--- config.mk ---
export PLATFORM = sky130hd
export DESIGN_NAME = uart_rom_loader
export DESIGN_NICKNAME = d
export VERILOG_FILES = /design/src/rtl/uart_rom_loader_pkg.sv /design/src/rtl/uart_rx_byte.sv /design/src/rtl/uart_rom_loader.sv
export SDC_FILE = /design/constraint.sdc
export NUM_CORES = 1
export LEC_CHECK = 0
export ABC_AREA = 1
export BUFFER_PORTS_ARGS = -buffer_cell sky130_fd_sc_hd__buf_2
export CORE_AREA = 8 8 123 125
export DETAILED_ROUTE_END_ITERATION = 12
export DIE_AREA = 0 0 131 133
export PLACE_DENSITY = 0.67
export RECOVER_POWER = 50
export SETUP_SLACK_MARGIN = 0.05
export SLEW_MARGIN = 20
export SYNTH_ARGS = -nofsm -noshare
export SYNTH_HDL_FRONTEND = slang
export SYNTH_SLANG_ARGS = --single-unit
--- constraint.sdc ---
create_clock -name clock -period 4.5 [get_ports clock]
set_input_delay 1.125 -clock clock [delete_from_list [all_inputs] [get_ports clock]]
set_output_delay 1.125 -clock clock [all_outputs]
set_load 0.02 [all_outputs]
--- src/rtl/uart_rom_loader_pkg.sv ---
// ---------------------------------------------------------------------------
// loader_defs
//   Shared encodings and constants for the UART ROM loader.
//   - rx_state_t : serial receiver states
//   - ld_state_t : image loader states
//   - BYTES_PER_WORD : bytes assembled into one ROM word
// ---------------------------------------------------------------------------
package loader_defs;

    localparam int BYTES_PER_WORD = 4;

    typedef enum logic [1:0] {
        RX_IDLE  = 2'd0,
        RX_START = 2'd1,
        RX_DATA  = 2'd2,
        RX_STOP  = 2'd3
    } rx_state_t;

    typedef enum logic [2:0] {
        L_LEN_LO = 3'd0,
        L_LEN_HI = 3'd1,
        L_WORD   = 3'd2,
        L_WRITE  = 3'd3,
        L_DONE   = 3'd4
    } ld_state_t;

endpackage

--- src/rtl/uart_rx_byte.sv ---
// ---------------------------------------------------------------------------
// uart_rx_byte
//   8N1 UART receiver. The raw line is double-flopped, the start bit is
//   confirmed at its midpoint, and every later bit is sampled one bit
//   period after the previous one (i.e. at bit centres).
// Ports:
//   clock      in   system clock
//   reset      in   asynchronous active-high reset
//   rx         in   raw serial line, idle high
//   byte_valid out  one-cycle pulse, byte_data holds a good byte
//   byte_data  out  last received byte
//   frame_err  out  one-cycle pulse, stop bit sampled low (byte dropped)
// ---------------------------------------------------------------------------
module uart_rx_byte
    import loader_defs::*;
#(
    parameter int CLKS_PER_BIT = 234
) (
    input  logic       clock,
    input  logic       reset,
    input  logic       rx,
    output logic       byte_valid,
    output logic [7:0] byte_data,
    output logic       frame_err
);

    localparam int CNT_W = $clog2(CLKS_PER_BIT);
    localparam int HALF  = CLKS_PER_BIT / 2;

    logic            r_sync1;
    logic            r_sync2;
    rx_state_t       r_state;
    rx_state_t       w_next_state;
    logic [CNT_W-1:0] r_cnt;
    logic [2:0]      r_bit_idx;
    logic [7:0]      r_shift;
    logic [7:0]      r_data;
    logic            r_valid;
    logic            r_ferr;
    logic            w_rx;
    logic            w_half_done;
    logic            w_bit_done;

    assign w_rx        = r_sync2;
    assign w_half_done = (r_cnt == CNT_W'(HALF - 1));
    assign w_bit_done  = (r_cnt == CNT_W'(CLKS_PER_BIT - 1));

    // Line is asynchronous to clock: two flops before any decision.
    always_ff @(posedge clock or posedge reset) begin
        if (reset) begin
            r_sync1 <= 1'b1;
            r_sync2 <= 1'b1;
        end else begin
            r_sync1 <= rx;
            r_sync2 <= r_sync1;
        end
    end

    always_ff @(posedge clock or posedge reset) begin
        if (reset) r_state <= RX_IDLE;
        else       r_state <= w_next_state;
    end

    always_comb begin
        w_next_state = r_state;
        case (r_state)
            RX_IDLE:  if (!w_rx) w_next_state = RX_START;
            // High at the midpoint means the low sample was a glitch.
            RX_START: if (w_half_done) w_next_state = w_rx ? RX_IDLE : RX_DATA;
            RX_DATA:  if (w_bit_done && (r_bit_idx == 3'd7)) w_next_state = RX_STOP;
            RX_STOP:  if (w_bit_done) w_next_state = RX_IDLE;
            default:  w_next_state = RX_IDLE;
        endcase
    end

    always_ff @(posedge clock or posedge reset) begin
        if (reset) begin
            r_cnt     <= '0;
            r_bit_idx <= '0;
            r_shift   <= '0;
            r_data    <= '0;
            r_valid   <= 1'b0;
            r_ferr    <= 1'b0;
        end else begin
            r_valid <= 1'b0;
            r_ferr  <= 1'b0;
            case (r_state)
                RX_IDLE: begin
                    r_cnt     <= '0;
                    r_bit_idx <= '0;
                end
                RX_START: begin
                    r_cnt <= w_half_done ? '0 : r_cnt + 1'b1;
                end
                RX_DATA: begin
                    if (w_bit_done) begin
                        r_cnt     <= '0;
                        r_shift   <= {w_rx, r_shift[7:1]};  // LSB arrives first
                        r_bit_idx <= r_bit_idx + 3'd1;
                    end else begin
                        r_cnt <= r_cnt + 1'b1;
                    end
                end
                RX_STOP: begin
                    if (w_bit_done) begin
                        r_cnt <= '0;
                        if (w_rx) begin
                            r_valid <= 1'b1;
                            r_data  <= r_shift;
                        end else begin
                            r_ferr <= 1'b1;
                        end
                    end else begin
                        r_cnt <= r_cnt + 1'b1;
                    end
                end
                default: r_cnt <= '0;
            endcase
        end
    end

    assign byte_valid = r_valid;
    assign byte_data  = r_data;
    assign frame_err  = r_ferr;

endmodule

--- src/rtl/uart_rom_loader.sv ---
// ---------------------------------------------------------------------------
// uart_rom_loader
//   Receives a length-prefixed little-endian program image over UART and
//   writes it word by word into the CPU instruction ROM, then releases the
//   CPU. Image: len_lo, len_hi (word count N), then N words LSB first.
// Ports:
//   clock       in   system clock
//   reset       in   asynchronous active-high reset
//   uart_rx     in   raw serial line, idle high
//   rom_we      out  one-cycle ROM write strobe
//   rom_addr    out  ROM word address (valid with rom_we)
//   rom_wdata   out  ROM write data (valid with rom_we)
//   cpu_enable  out  high once the whole image has been consumed
//   load_error  out  sticky: framing error or image larger than the ROM
// ---------------------------------------------------------------------------
module uart_rom_loader
    import loader_defs::*;
#(
    parameter int CLKS_PER_BIT = 234,
    parameter int ADDR_WIDTH   = 8,
    parameter int DATA_WIDTH   = 32
) (
    input  logic                  clock,
    input  logic                  reset,
    input  logic                  uart_rx,
    output logic                  rom_we,
    output logic [ADDR_WIDTH-1:0] rom_addr,
    output logic [DATA_WIDTH-1:0] rom_wdata,
    output logic                  cpu_enable,
    output logic                  load_error
);

    logic                  w_byte_valid;
    logic [7:0]            w_byte_data;
    logic                  w_frame_err;

    ld_state_t             r_state;
    ld_state_t             w_next_state;
    logic [15:0]           r_len;
    logic [1:0]            r_idx;
    // Word counter doubles as the write address; it is wider than the ROM
    // address so oversized images are counted without wrapping.
    logic [15:0]           r_wcnt;
    logic [DATA_WIDTH-1:0] r_word;
    logic                  r_cpu_en;
    logic                  r_err;
    logic                  w_overflow;
    logic                  w_in_write;

    uart_rx_byte #(
        .CLKS_PER_BIT (CLKS_PER_BIT)
    ) u_rx (
        .clock      (clock),
        .reset      (reset),
        .rx         (uart_rx),
        .byte_valid (w_byte_valid),
        .byte_data  (w_byte_data),
        .frame_err  (w_frame_err)
    );

    assign w_overflow = ({16'd0, r_wcnt} >= (32'd1 << ADDR_WIDTH));
    assign w_in_write = (r_state == L_WRITE);

    always_ff @(posedge clock or posedge reset) begin
        if (reset) r_state <= L_LEN_LO;
        else       r_state <= w_next_state;
    end

    always_comb begin
        w_next_state = r_state;
        case (r_state)
            L_LEN_LO: if (w_byte_valid) w_next_state = L_LEN_HI;
            L_LEN_HI: begin
                if (w_byte_valid)
                    w_next_state = ({w_byte_data, r_len[7:0]} == 16'd0) ? L_DONE : L_WORD;
            end
            L_WORD: begin
                if (w_byte_valid && (r_idx == 2'(BYTES_PER_WORD - 1)))
                    w_next_state = L_WRITE;
            end
            L_WRITE:  w_next_state = ((r_wcnt + 16'd1) == r_len) ? L_DONE : L_WORD;
            L_DONE:   w_next_state = L_DONE;
            default:  w_next_state = L_LEN_LO;
        endcase
    end

    always_ff @(posedge clock or posedge reset) begin
        if (reset) begin
            r_len    <= '0;
            r_idx    <= '0;
            r_wcnt   <= '0;
            r_word   <= '0;
            r_cpu_en <= 1'b0;
            r_err    <= 1'b0;
        end else begin
            r_cpu_en <= (r_state == L_DONE);
            if (w_frame_err || (w_in_write && w_overflow))
                r_err <= 1'b1;
            case (r_state)
                L_LEN_LO: if (w_byte_valid) r_len[7:0] <= w_byte_data;
                L_LEN_HI: begin
                    if (w_byte_valid) begin
                        r_len[15:8] <= w_byte_data;
                        r_idx       <= '0;
                        r_wcnt      <= '0;
                    end
                end
                L_WORD: begin
                    if (w_byte_valid) begin
                        for (int b = 0; b < BYTES_PER_WORD; b++)
                            if (r_idx == 2'(b)) r_word[8*b +: 8] <= w_byte_data;
                        r_idx <= r_idx + 2'd1;
                    end
                end
                L_WRITE:  r_wcnt <= r_wcnt + 16'd1;
                default: ;
            endcase
        end
    end

    assign rom_we     = w_in_write && !w_overflow;
    assign rom_addr   = r_wcnt[ADDR_WIDTH-1:0];
    assign rom_wdata  = r_word;
    assign cpu_enable = r_cpu_en;
    assign load_error = r_err;

endmodule
# [After elaboration in Yosys (flattened, before gate mapping)]
# Cells that the tools add are included.
[totals] register_bits=104 inputBits=3 output_inout_bits=43
[op_classes] addsub=4 n_lt_le_gt_ge=1 n_eq_ne=23 mux=28 reduce_logical=27
[ops] cell="$pmux 16 s2" n=1
[ops] cell="$pmux 8 s3" n=1
[ops] cell="$reduce_and 3->1" n=7
[ops] cell="$mux 3" n=6
[ops] cell="$add 16x1->16 const B" n=1
[ops] cell="$eq 16x16->1" n=1
[ops] cell="$ge 16x9->1 const B" n=1
[ops] cell="$logic_not 16->1" n=1
[ops] cell="$mux 16" n=1
[ops] cell="$mux 8" n=2
[ops] cell="$pmux 3 s5" n=1
[ops] cell="$mux 2" n=7
[ops] cell="$ne 2x1->1 const B" n=7
[ops] cell="$reduce_and 2->1" n=5
[ops] cell="$add 8x1->8 const B" n=1
[ops] cell="$eq 2x2->1 const B" n=4
[ops] cell="$eq 8x7->1 const B" n=1
[ops] cell="$eq 8x8->1 const B" n=1
[ops] cell="$pmux 2 s4" n=1
[ops] cell="$eq 3x2->1 const B" n=2
[ops] cell="$eq 3x3->1 const B" n=2
[ops] cell="$mux 1" n=6
[ops] cell="$pmux 3 s2" n=1
[ops] cell="$reduce_bool 2->1" n=3
[ops] cell="13 further kinds" n=19

# [Logic depth before layout (Yosys ltp)]
# Gate-level depths: netlist of run 1.
[logic_depth] word_depth=4 ltp_mapped=16 depth_no_buf=16

# [Modules after synthesis]
# Synthesis of run 1 repeated with hierarchy kept, for this count alone.
[hier_totals] hier_cells=602 area_unflattened_um2=5077.4
[by_module_without_submodules] module="uart_rom_loader" instances=1 cells_each=443 area_each_um2=3533.4
[by_module_without_submodules] module="uart_rx_byte" instances=1 cells_each=159 area_each_um2=1544.0

# [Worst setup path after synthesis of run 1]
# OpenSTA, ideal clock, no wires.
[synth_path] path_type="register to output" from="reg r_state[2]" to="out rom_we" arrival_ns=1.453 t_required_ns=3.375 path_slack_ns=1.922 stages_incl_launch_ff=4 path_buffers=0 cell_sequence="dfrtp_1 > nor3_1 > clkinv_1 > nor3_1"
[synth_via] elab_chain_len=2
[synth_lines] element="start: declaration" line_no="uart_rom_loader.sv:37" source="ld_state_t r_state;"
[synth_lines] element="start signal: assignment" line_no="uart_rom_loader.sv:66" source="else r_state <= w_next_state;"
[synth_lines] element="$eq 3x2->1" line_no="uart_rom_loader.sv:62" source="assign w_in_write = (r_state == L_WRITE);"
[synth_lines] element="$logic_and 1x1->1" line_no="uart_rom_loader.sv:121" source="assign rom_we = w_in_write && !w_overflow;"
[synth_lines] element="end: declaration" line_no="uart_rom_loader.sv:26" source="output logic rom_we,"
# Every way passes these cells.

# [Worst setup path in the final report of run 1]
# Ends and elaborated chain as after synthesis.

==> out/qor.yml, run 1 <==
critical_path:
  worstPathRequired_ns: 3.38
  path_class: "flop to primary output"
  regToRegSetupSlack_ns: 2.29
  critPathMaxFanout: 12
  rr_endpoint: "r_state[1]"
  end_kind: "primary output"
  path_delay_family: "buffers and inverters"
  reg2reg_from: "r_wcnt[0]"
  path_cells: "nor3_1 -> buf_4 -> clkinv_1 -> nor3_1 -> buf_2"
  critPathMaxStageDelay_ns: 0.41
  arrival_ns: 1.99
  ff2ff_path_depth: 16
  cp-endpoint: "rom_we"
  critPathBufInv: 3
  crit_slowest_cell: "dfrtp_1"
  cp-start-kind: "flop"
  critPathLaunch: "r_state[2]"
  crit_cells: 5
  crit_top_cell: "nor3_1"
place:
  post-place-cells: 801
  postPlaceCellArea_um2: 5350
  dp_hpwl_um: 8236
  numPortBuffers: 45
  place.gp.congestion: 0.8795
worst_hold_path:
  hp-class: "flop to flop"
drt:
  wl_um: 11500
  routed_via_density: 5.002
  dr_total_vias: 4087
  routedWlPerCell_um: 14.08
  first_iter_violations: 313
  detail-route-antenna-nets: 0
  first_pass_iters: 5
  drc: 0
yosys:
  ys_top_cells_by_area: "dfrtp_1, nand2_1, o21ai_0"
  ys.flop_type: "dfrtp_1"
  syn_area_per_cell_um2: 8.376
  synthesis.area_um2: 4984
  synth_edf_count: 0
  synth-seq-cells: 104
  yosysMostFrequentCell: "nand2_1"
  async_flop_share_pct: 100.0
  synthCells: 595
  synth_common_cells: "nand2_1, dfrtp_1, o21ai_0"
  synth_top_area_cell: "dfrtp_1"
  netlist.area_leader.share_pct: 51.22
  syn_nets: 609
  yosys_warnings: 0
  synth_seq_area_share_pct: 52.27
  ys_types: 33
timing:
  rsz0062_at_grt: "no"
  relSlewSlack_pct: -91.08
  drv_slew: 66
  fin_crit_ns: 3.113
  post-route-period-util_pct: 69.18
  hold_violations: 0
  clock_skew_ns: 0.01152
  finalSetupTns_ns: 0
  setup-violations-final: 0
  tightest_slew_ns: 2.851
  max_freq_mhz: 321.2
status:
  outcome: "finished with violations"
  violations: "capacitance limit, slew limit"
floorplan:
  io_pins: 46
  fp.dieW_um: 131
  die_area_um2: 17420
  coreArea_um2: 13090
  start_util_pct: 38.09
  row_count: 42
  die_h_um: 133
pwr:
  p_leak_uw: 0.002790
  ir_drop_mv: 0.1779
  power.density_nw_per_um2: 298.9
cts:
  clk_latency_ns: 0.35
  h-tree-depth: 3
  post-cts-setup-buffer-count: 0
  cts_buffers: 9
  clkTransAtPathRegs_ns: 0.06
  cts_sinks: 104
  cts_tree: "yes"
  cts_hold_buffers: 0
  clk_path_buf_depth: 2
  cts-root-buf: "clkbuf_16"
  cts-resized-gates: 0
cells_and_area:
  final_cells: 817
  insertedDiodeCount: 0
  finish.utilization_pct: 42.91
  fin_area_um2: 5614
  drive_gt1_share_pct: 12.79
  area_growth_pct: 12.65
  nets: 650
global_routing:
  grt_start_max_net_pins: 66
  grt_use_total_pct: 13.83
  grt_remaining_overflow: 0
  grt_pass1_vias: 4005
  grt_pass1_wl_um: 19210
  grt_antenna_before_repair: 0
flow_run:
  drv_cap: 1
where the power goes:
part | switching (µW) | internal [µW]
registers | 0.565 | 936
clock network | 342 | 379
logic | 18.6 | 2.06
metrics by stage:
stage / power (µW) / worst slack [ns] / hold WS (ns)
3_5_place_dp: 977.1 / 1.766 / 0.3493
3_3_place_gp: 976.2 / 1.827 / 0.3514
4_1_cts: 1696 / 1.401 / 0.3631
5_1_grt: 1736 / 1.149 / 0.3729
6_report: 1678 / 1.387 / 0.3599
2_1_floorplan: 968.3 / 0.6461 / 0.3452
layout make-up:
cell class | count | area (µm²)
fill | 1284 | 7471
inverter | 69 | 260.3
clock inverter | 4 | 31.28
sequential | 104 | 2605
tap | 176 | 220.2
timing repair buffer | 48 | 247.7
multi-input combinational | 404 | 2013
clock buffer | 12 | 236.5
how the worst min path moves through the flow:
stage	start	to	slack (ns)	cells past startpoint
floorplan	u_rx.r_sync1	u_rx.r_sync2	0.35	0
global placement	u_rx.r_sync1	u_rx.r_sync2	0.35	0
detailed placement	u_rx.r_sync1	u_rx.r_sync2	0.35	0
CTS	u_rx.r_sync1	u_rx.r_sync2	0.36	0
global route	u_rx.r_sync1	u_rx.r_sync2	0.37	0
finish	u_rx.r_sync1	u_rx.r_sync2	0.36	0
layer usage:
layer / vias to the layer above / track usage, % / share of wire [%]
li1: 2004 / - / -
met1: 1976 / 16.91 / 45
met2: 99 / 22.94 / 49
met3: 8 / 3.696 / 5.0
met4: 0 / 4.403 / 1.3
met5: - / 0 / 0
cell usage in the layout, fill, tap and decap left out, types with 2 or more instances in the layout:
cell type and instances:
dfstp_2 2, xor2_1 3, o22ai_1 9, clkinv_1 2, nor2_1 35, nor3_1 6
nand2_2 2, buf_4 3, o21ai_0 78, clkbuf_16 9, nor4_1 4, nand3b_1 7
inv_1 64, nand3_1 35, xnor2_1 2, ha_1 11, buf_2 45, clkinv_4 2
clkbuf_1 3, nand2_4 2, nor2_8 2, nor2_2 4, nand2_1 174, a21oi_1 4
dfrtp_1 102, inv_2 2, nand4_1 15, a22o_1 2, nor2_4 3
logic make-up (layout without fill, tap and decap cells):
family,Yosys count,after routing,share of synthesized area [%]
flip-flops,104,104,52.27
adder cells (fa/ha/maj),11,11,2.762
XOR/XNOR,5,5,0.8789
AO/OA/AOI/OAI,96,96,10.22
AND/OR/NAND/NOR,292,292,26.59
buffers and inverters,87,133,7.281
state kept, by name, summed over array words and instances, names as in the netlist, named ones only:
signal	flops
r_len	16
cpu_enable	1
r_state	3
u_rx.frame_err	1
u_rx.r_cnt	8
load_error	1
r_idx	2
u_rx.r_bit_idx	3
r_wcnt	16
u_rx.r_state	1
u_rx.r_sync1	1
u_rx.r_shift	8
u_rx.r_sync2	1
u_rx.byte_data	8
u_rx.byte_valid	1
rom_wdata	32
No activity file was read; power rests on OpenSTA's default activity.
==> run 2: changes to the inputs <==
--- a/config.mk
+++ b/config.mk
@@ -5,11 +5,11 @@
 export SDC_FILE = /design/constraint.sdc
 export NUM_CORES = 1
 export LEC_CHECK = 0
-export ABC_AREA = 1
+export ABC_AREA = 0
 export BUFFER_PORTS_ARGS = -buffer_cell sky130_fd_sc_hd__buf_2
-export CORE_AREA = 8 8 123 125
+export CORE_AREA = 8 8 124 126
 export DETAILED_ROUTE_END_ITERATION = 12
-export DIE_AREA = 0 0 131 133
+export DIE_AREA = 0 0 132 134
 export PLACE_DENSITY = 0.67
 export RECOVER_POWER = 50
 export SETUP_SLACK_MARGIN = 0.05
==> constraint.sdc (replaced) <==
create_clock -name clock -period 3 [get_ports clock]
set_input_delay 0.75 -clock clock [delete_from_list [all_inputs] [get_ports clock]]
set_output_delay 0.75 -clock clock [all_outputs]
set_load 0.02 [all_outputs]
==> out/qor.yml, run 2 <==
cts:
  cts_sinks: 104  # unchanged
  h-tree-depth: 3  # unchanged
  cts_tree: "yes"
  cts_buffers: 9  # unchanged
  cts_hold_buffers: 0  # unchanged
  clk_path_buf_depth: 2  # unchanged
  post-cts-setup-buffer-count: 0  # unchanged
  clkTransAtPathRegs_ns: 0.07  # about the same
  cts-resized-gates: 0  # unchanged
  clk_latency_ns: 0.35  # about the same
  cts-root-buf: "clkbuf_16"
pwr:
  pwr-share-comb_pct: 1.3  # about the same
  seqPwrFrac_pct: 55.7  # about the same
  switching_power_uw: 549.2  # +52%
  ir_drop_mv: 0.3078  # +73%
  p_leak_uw: 0.002765  # -0.88%
  power.density_nw_per_um2: 446.7  # +49%
  power.share.switching_pct: 21.79  # +0.29 points
  power.internal_uw: 1971  # +50%
  clockPowerShare_pct: 43.0  # about the same
cells_and_area:
  drive_gt1_share_pct: 28.21  # +15 points
  final_cells: 648  # -21%
  finish.utilization_pct: 41.79  # -1.1 points
  layout_common_cells: "dfrtp_1, mux2_2, buf_2"
  layout_commonest_cell: "dfrtp_1"
  insertedDiodeCount: 0  # unchanged
  nets: 478  # -26%
  fillers: 1270  # -1.1%
  largest_reg_flops: 32  # unchanged
  area_growth_pct: 11.19
place:
  numPortBuffers: 45  # unchanged
  place.gp.congestion: 0.8848  # +0.60%
  pre_cts_ws_ns: 0.6070  # -1.159 ns
  dp_hpwl_um: 7546  # -8.4%
  post-place-cells: 633  # -21%
yosys:
  synth_edf_count: 0  # unchanged
  synth_top_area_cell: "dfrtp_1"
  synthCells: 430  # -28%
  yosys_warnings: 0  # unchanged
  yosysMostFrequentCell: "dfrtp_1"
  ys_top_cells_by_area: "dfrtp_1, mux2_2, ha_1"
  syn_nets: 444  # -27%
  ys.flop_type: "dfrtp_1"
  syn_area_per_cell_um2: 11.80  # +41%
  synth_seq_area_share_pct: 51.33  # -0.94 points
  synthesis.area_um2: 5075  # +1.8%
  async_flop_share_pct: 100.0  # unchanged
  synth_common_cells: "dfrtp_1, mux2_2, nand2_1"
  ys_types: 60  # +82%
  synth-seq-cells: 104  # unchanged
  netlist.area_leader.share_pct: 50.30  # -0.92 points
timing:
  finalSetupTns_ns: 0  # unchanged
  drv_slew: 0  # -100%
  fin_crit_ns: 2.439
  max_freq_mhz: 410.0
  setup-violations-final: 0  # unchanged
  relSlewSlack_pct: 6.478  # +98 points
  post-route-period-util_pct: 81.31
  rsz0062_at_grt: "no"
  clock_skew_ns: 0.003975  # -0.007548 ns
  hold_violations: 0  # unchanged
  tightest_slew_ns: 1.395  # -1.455 ns
  layout_setup_ws_ns: 0.5607  # -0.8263 ns
drt:
  detail-route-antenna-nets: 0  # unchanged
  routed_via_density: 5.252  # +5.0%
  wl_um: 10760  # -6.5%
  drc: 0  # unchanged
  first_pass_iters: 4  # -1
  dr_total_vias: 3403  # -17%
  first_iter_violations: 275  # -12%
  routedWlPerCell_um: 16.61  # +18%
global_routing:
  grt_pass1_vias: 3434  # -14%
  grt_antenna_before_repair: 0  # unchanged
  grt_start_max_net_pins: 60  # -9.1%
  grt_use_total_pct: 12.57  # -1.3 points
  grt_remaining_overflow: 0  # unchanged
  grt_pass1_wl_um: 17960  # -6.5%
worst_hold_path:
  min-delay-start: "u_rx.r_sync1"
  hp-class: "flop to flop"
floorplan:
  start_util_pct: 37.58  # -0.51 points
  coreArea_um2: 13500  # +3.2%
  die_h_um: 134  # +0.75%
  row_count: 43  # +2.4%
  fp.dieW_um: 132  # +0.76%
  die_area_um2: 17690  # +1.5%
  io_pins: 46  # unchanged
critical_path:
  critPathMaxFanout: 10  # -2
  end_kind: "flop"
  reg2reg_from: "r_wcnt[0]"
  ff2ff_path_depth: 7  # -9
  critPathMaxStageDelay_ns: 0.52  # +0.11 ns
  arrival_ns: 2.64  # +0.65 ns
  rr_endpoint: "r_state[1]"
  critPathLaunch: "r_wcnt[0]"
  crit_slowest_cell: "dfrtp_1"
  path_delay_family: "simple AND/OR/NAND/NOR gates"
  cp-start-kind: "flop"
  worstPathRequired_ns: 3.21  # -0.17 ns
  cp-endpoint: "r_state[1]"
  path_class: "flop to flop"
  critPathBufInv: 0  # -3
  crit_cells: 7  # +2
  regToRegSetupSlack_ns: 0.56  # -1.73 ns
  path_cells: "ha_1 -> nand3_1 -> nor4_1 -> xnor2_1 -> o2111ai_1 -> nor4_2 -> a311oi_1"
flow_run:
  drv_cap: 0  # -1
status:
  outcome: "complete, no violations"
==> run 2: worst min path at each step <==
stage                         endpoint  depth (start not counted)
after global routing      u_rx.r_sync2                          0
after floorplan           u_rx.r_sync2                          0
after global placement    u_rx.r_sync2                          0
after CTS                 u_rx.r_sync2                          0
final                     u_rx.r_sync2                          0
after detailed placement  u_rx.r_sync2                          0
==> run 2: worst register-to-register path, cell delays in order, from the launching register on <==
cell       delay (ns)
dfrtp_1          0.52
ha_1             0.31
nand3_1          0.15
nor4_1           0.49
xnor2_1          0.17
o2111ai_1        0.15
nor4_2           0.37
a311oi_1         0.14
==> run 2: through the flow <==
stage                     total power [µW]  instance area [µm²]  hold slack, ns
final                                 2521                 5643          0.3558
after global routing                  2617                 5643          0.3592
after CTS                             2561                 5669          0.3570
after detailed placement              1468                 5403          0.3472
after global placement                1467                 5403          0.3464
after floorplan                       1453                 5079          0.3452
==> run 2: metal layers <==
metal | track usage (%) | share of wire, %
met1 | 15.94 | 46
met2 | 20.47 | 48
met3 | 3.403 | 4.7
met4 | 3.957 | 1.2
met5 | 0 | 0
==> run 2: kinds of logic after synthesis <==
group	synth area share [%]
AND/OR/NAND/NOR	12.65
multiplexers	14.82
adder cells (fa/ha/maj)	2.712
flip-flops	51.33
buffers and inverters	4.438
AO/OA/AOI/OAI	9.468
XOR/XNOR	4.586
==> run 2: cell type report <==
class | instances | area [µm²] | area share (%)
timing repair buffer | 51 | 261.5 | 4.634
inverter | 11 | 42.54 | 0.7539
multi-input combinational | 287 | 2242 | 39.73
tap | 180 | 225.2 | 3.991
clock buffer | 9 | 225.2 | 3.991
sequential | 104 | 2605 | 46.16
clock inverter | 6 | 41.29 | 0.7317
==> run 2: power groups by stage <==
stage                     combinational [µW]  sequential, µW  clock (µW)
after floorplan                         21.4            1430           0
after global placement                  35.2            1430           0
after detailed placement                36.1            1430           0
after CTS                               36.2            1400        1120
after global routing                    38.6            1400        1170
final                                   32.5            1400        1080
==> run 3: changes to the inputs <==
==> constraint.sdc (replaced) <==
create_clock -name clock -period 2.3 [get_ports clock]
set_input_delay 0.575 -clock clock [delete_from_list [all_inputs] [get_ports clock]]
set_output_delay 0.575 -clock clock [all_outputs]
set_load 0.02 [all_outputs]
==> out/qor.yml, run 3 (synthesized netlist as in run 2, its figures left out) <==
critical_path:
  critPathMaxFanout: 7  # -3
  rr_endpoint: "r_state[1]"
  regToRegSetupSlack_ns: 0.17  # -0.39 ns
  end_kind: "primary output"
  critPathBufInv: 1  # +1
  crit_slowest_cell: "dfrtp_1"
  reg2reg_from: "r_wcnt[1]"
  cp-start-kind: "flop"
  path_class: "flop to primary output"
  path_delay_family: "simple AND/OR/NAND/NOR gates"
  ff2ff_path_depth: 8  # +1
  path_cells: "nor4_1 -> nand2_1 -> nor2_2 -> buf_2"
  critPathMaxStageDelay_ns: 0.49  # -0.03 ns
  arrival_ns: 1.56  # -1.08 ns
  worstPathRequired_ns: 1.73  # -1.48 ns
drt:
  routed_via_density: 5.279  # +0.52%
  dr_total_vias: 3521  # +3.5%
  detail-route-antenna-nets: 0  # unchanged
  wl_um: 11210  # +4.2%
  routedWlPerCell_um: 16.81  # +1.2%
  first_pass_iters: 4  # unchanged
  drc: 0  # unchanged
  first_iter_violations: 190  # -31%
timing:
  rsz0062_at_grt: "no"
  holdWs_ns: 0.3240  # -0.03173 ns
  clock_skew_ns: 0.008470  # +0.004495 ns
  post-route-period-util_pct: 92.77
  fin_crit_ns: 2.134
  tightest_slew_ns: 0.9250  # -0.4701 ns
  relSlewSlack_pct: 37.99  # +32 points
  hold_violations: 0  # unchanged
  setup-violations-final: 0  # unchanged
  max_freq_mhz: 468.7
  drv_slew: 0  # unchanged
  finalSetupTns_ns: 0  # unchanged
cts:
  clkTransAtPathRegs_ns: 0.07  # about the same
  cts-root-buf: "clkbuf_16"
  cts_buffers: 9  # unchanged
  h-tree-depth: 3  # unchanged
  cts_sinks: 104  # unchanged
  clk_latency_ns: 0.35  # about the same
  clk_path_buf_depth: 2  # unchanged
  cts_tree: "yes"
pwr:
  power.density_nw_per_um2: 582.1  # +30%
  total_power_uw: 3422  # +36%
  ir_drop_mv: 0.4909  # +60%
  p_leak_uw: 0.002857  # +3.3%
cells_and_area:
  drive_gt1_share_pct: 33.68  # +5.5 points
  area_growth_pct: 15.83
  layout_commonest_cell: "dfrtp_1"
  nets: 496  # +3.8%
  layout_common_cells: "dfrtp_1, mux2_2, buf_2"
  insertedDiodeCount: 0  # unchanged
  largest_reg_flops: 32  # unchanged
floorplan:
  row_count: 43  # unchanged
  fp.dieW_um: 132  # unchanged
  coreArea_um2: 13500  # unchanged
  start_util_pct: 37.58  # unchanged
  die_area_um2: 17690  # unchanged
  die_h_um: 134  # unchanged
  io_pins: 46  # unchanged
worst_hold_path:
  min-delay-start: "uart_rx"
  hp-class: "primary input to flop"
  hold_depth: 1  # +1
  worstHoldEndpoint: "u_rx.r_sync1"
flow_run:
  drv_cap: 0  # unchanged
global_routing:
  grt_pass1_wl_um: 18760  # +4.5%
  grt_pass1_vias: 3683  # +7.3%
  grt_remaining_overflow: 0  # unchanged
  grt_antenna_before_repair: 0  # unchanged
  grt_use_total_pct: 12.98  # +0.40 points
  grt_start_max_net_pins: 35  # -42%
status:
  outcome: "complete, no violations"
place:
  place.gp.congestion: 0.8633  # -2.4%
  dp_hpwl_um: 7801  # +3.4%
  numPortBuffers: 45  # unchanged
run 3: layout make-up:
cell class	count	area (µm²)
clock buffer	12	266.5
inverter	11	42.54
timing repair buffer	69	371.6
tap	180	225.2
sequential	104	2610
multi-input combinational	287	2317
clock inverter	4	45.04
fill	1265	7626
run 3: worst max-delay path by stage:
stage               startpoint         end  slack [ns]  depth (start not counted)
global route         r_wcnt[8]      rom_we        0.05                          4
detailed placement   r_wcnt[1]  r_state[1]        0.09                          7
floorplan            r_wcnt[1]  r_state[1]        0.28                          7
global placement     r_wcnt[1]  r_state[1]        0.16                          7
CTS                  r_wcnt[1]  r_state[1]        0.07                          7
finish               r_wcnt[8]      rom_we        0.17                          4
run 3: what timing repair did:
item / 4_1_cts / 5_1_grt
setup buffers: 1 / 2
cloned: 0 / 0
endpoints found under the setup margin: 1 / 3
resized for setup: 2 / 15
hold buffers: 0 / 0
pin swaps: 0 / 4
run 3: worst register-to-register path, cell delays in order (launching register included):
cell	delay, ns
dfrtp_2	0.45
buf_4	0.16
and4_1	0.22
buf_4	0.17
a22o_1	0.22
o21ai_0	0.16
o2111ai_1	0.16
nor4_2	0.31
a311oi_1	0.15
run 3: report_power, final:
group          switching, µW  internal [µW]  total [µW]
logic                   35.5           3.74        39.3
clock network            704            846        1550
registers               1.51           1830        1830
total                    741           2680        3420
run 3: through the flow:
stage	instances	worst slack [ns]	cell area [µm²]	utilization, %
final	667	0.1664	5878	43.53
after global routing	667	0.05030	5878	43.53
after CTS	665	0.07279	5851	43.32
after detailed placement	648	0.08922	5528	40.93
after global placement	648	0.1620	5528	40.93
after floorplan	430	0.2843	5079	-
run 3: layer usage:
metal / global-route usage [%] / wire, µm / vias up
met3: 3.665 / 438 / 22
met1: 16.17 / 5170 / 1775
met4: 3.701 / 180 / 0
met2: 21.52 / 5422 / 78
met5: 0 / 0 / -
li1: - / - / 1646
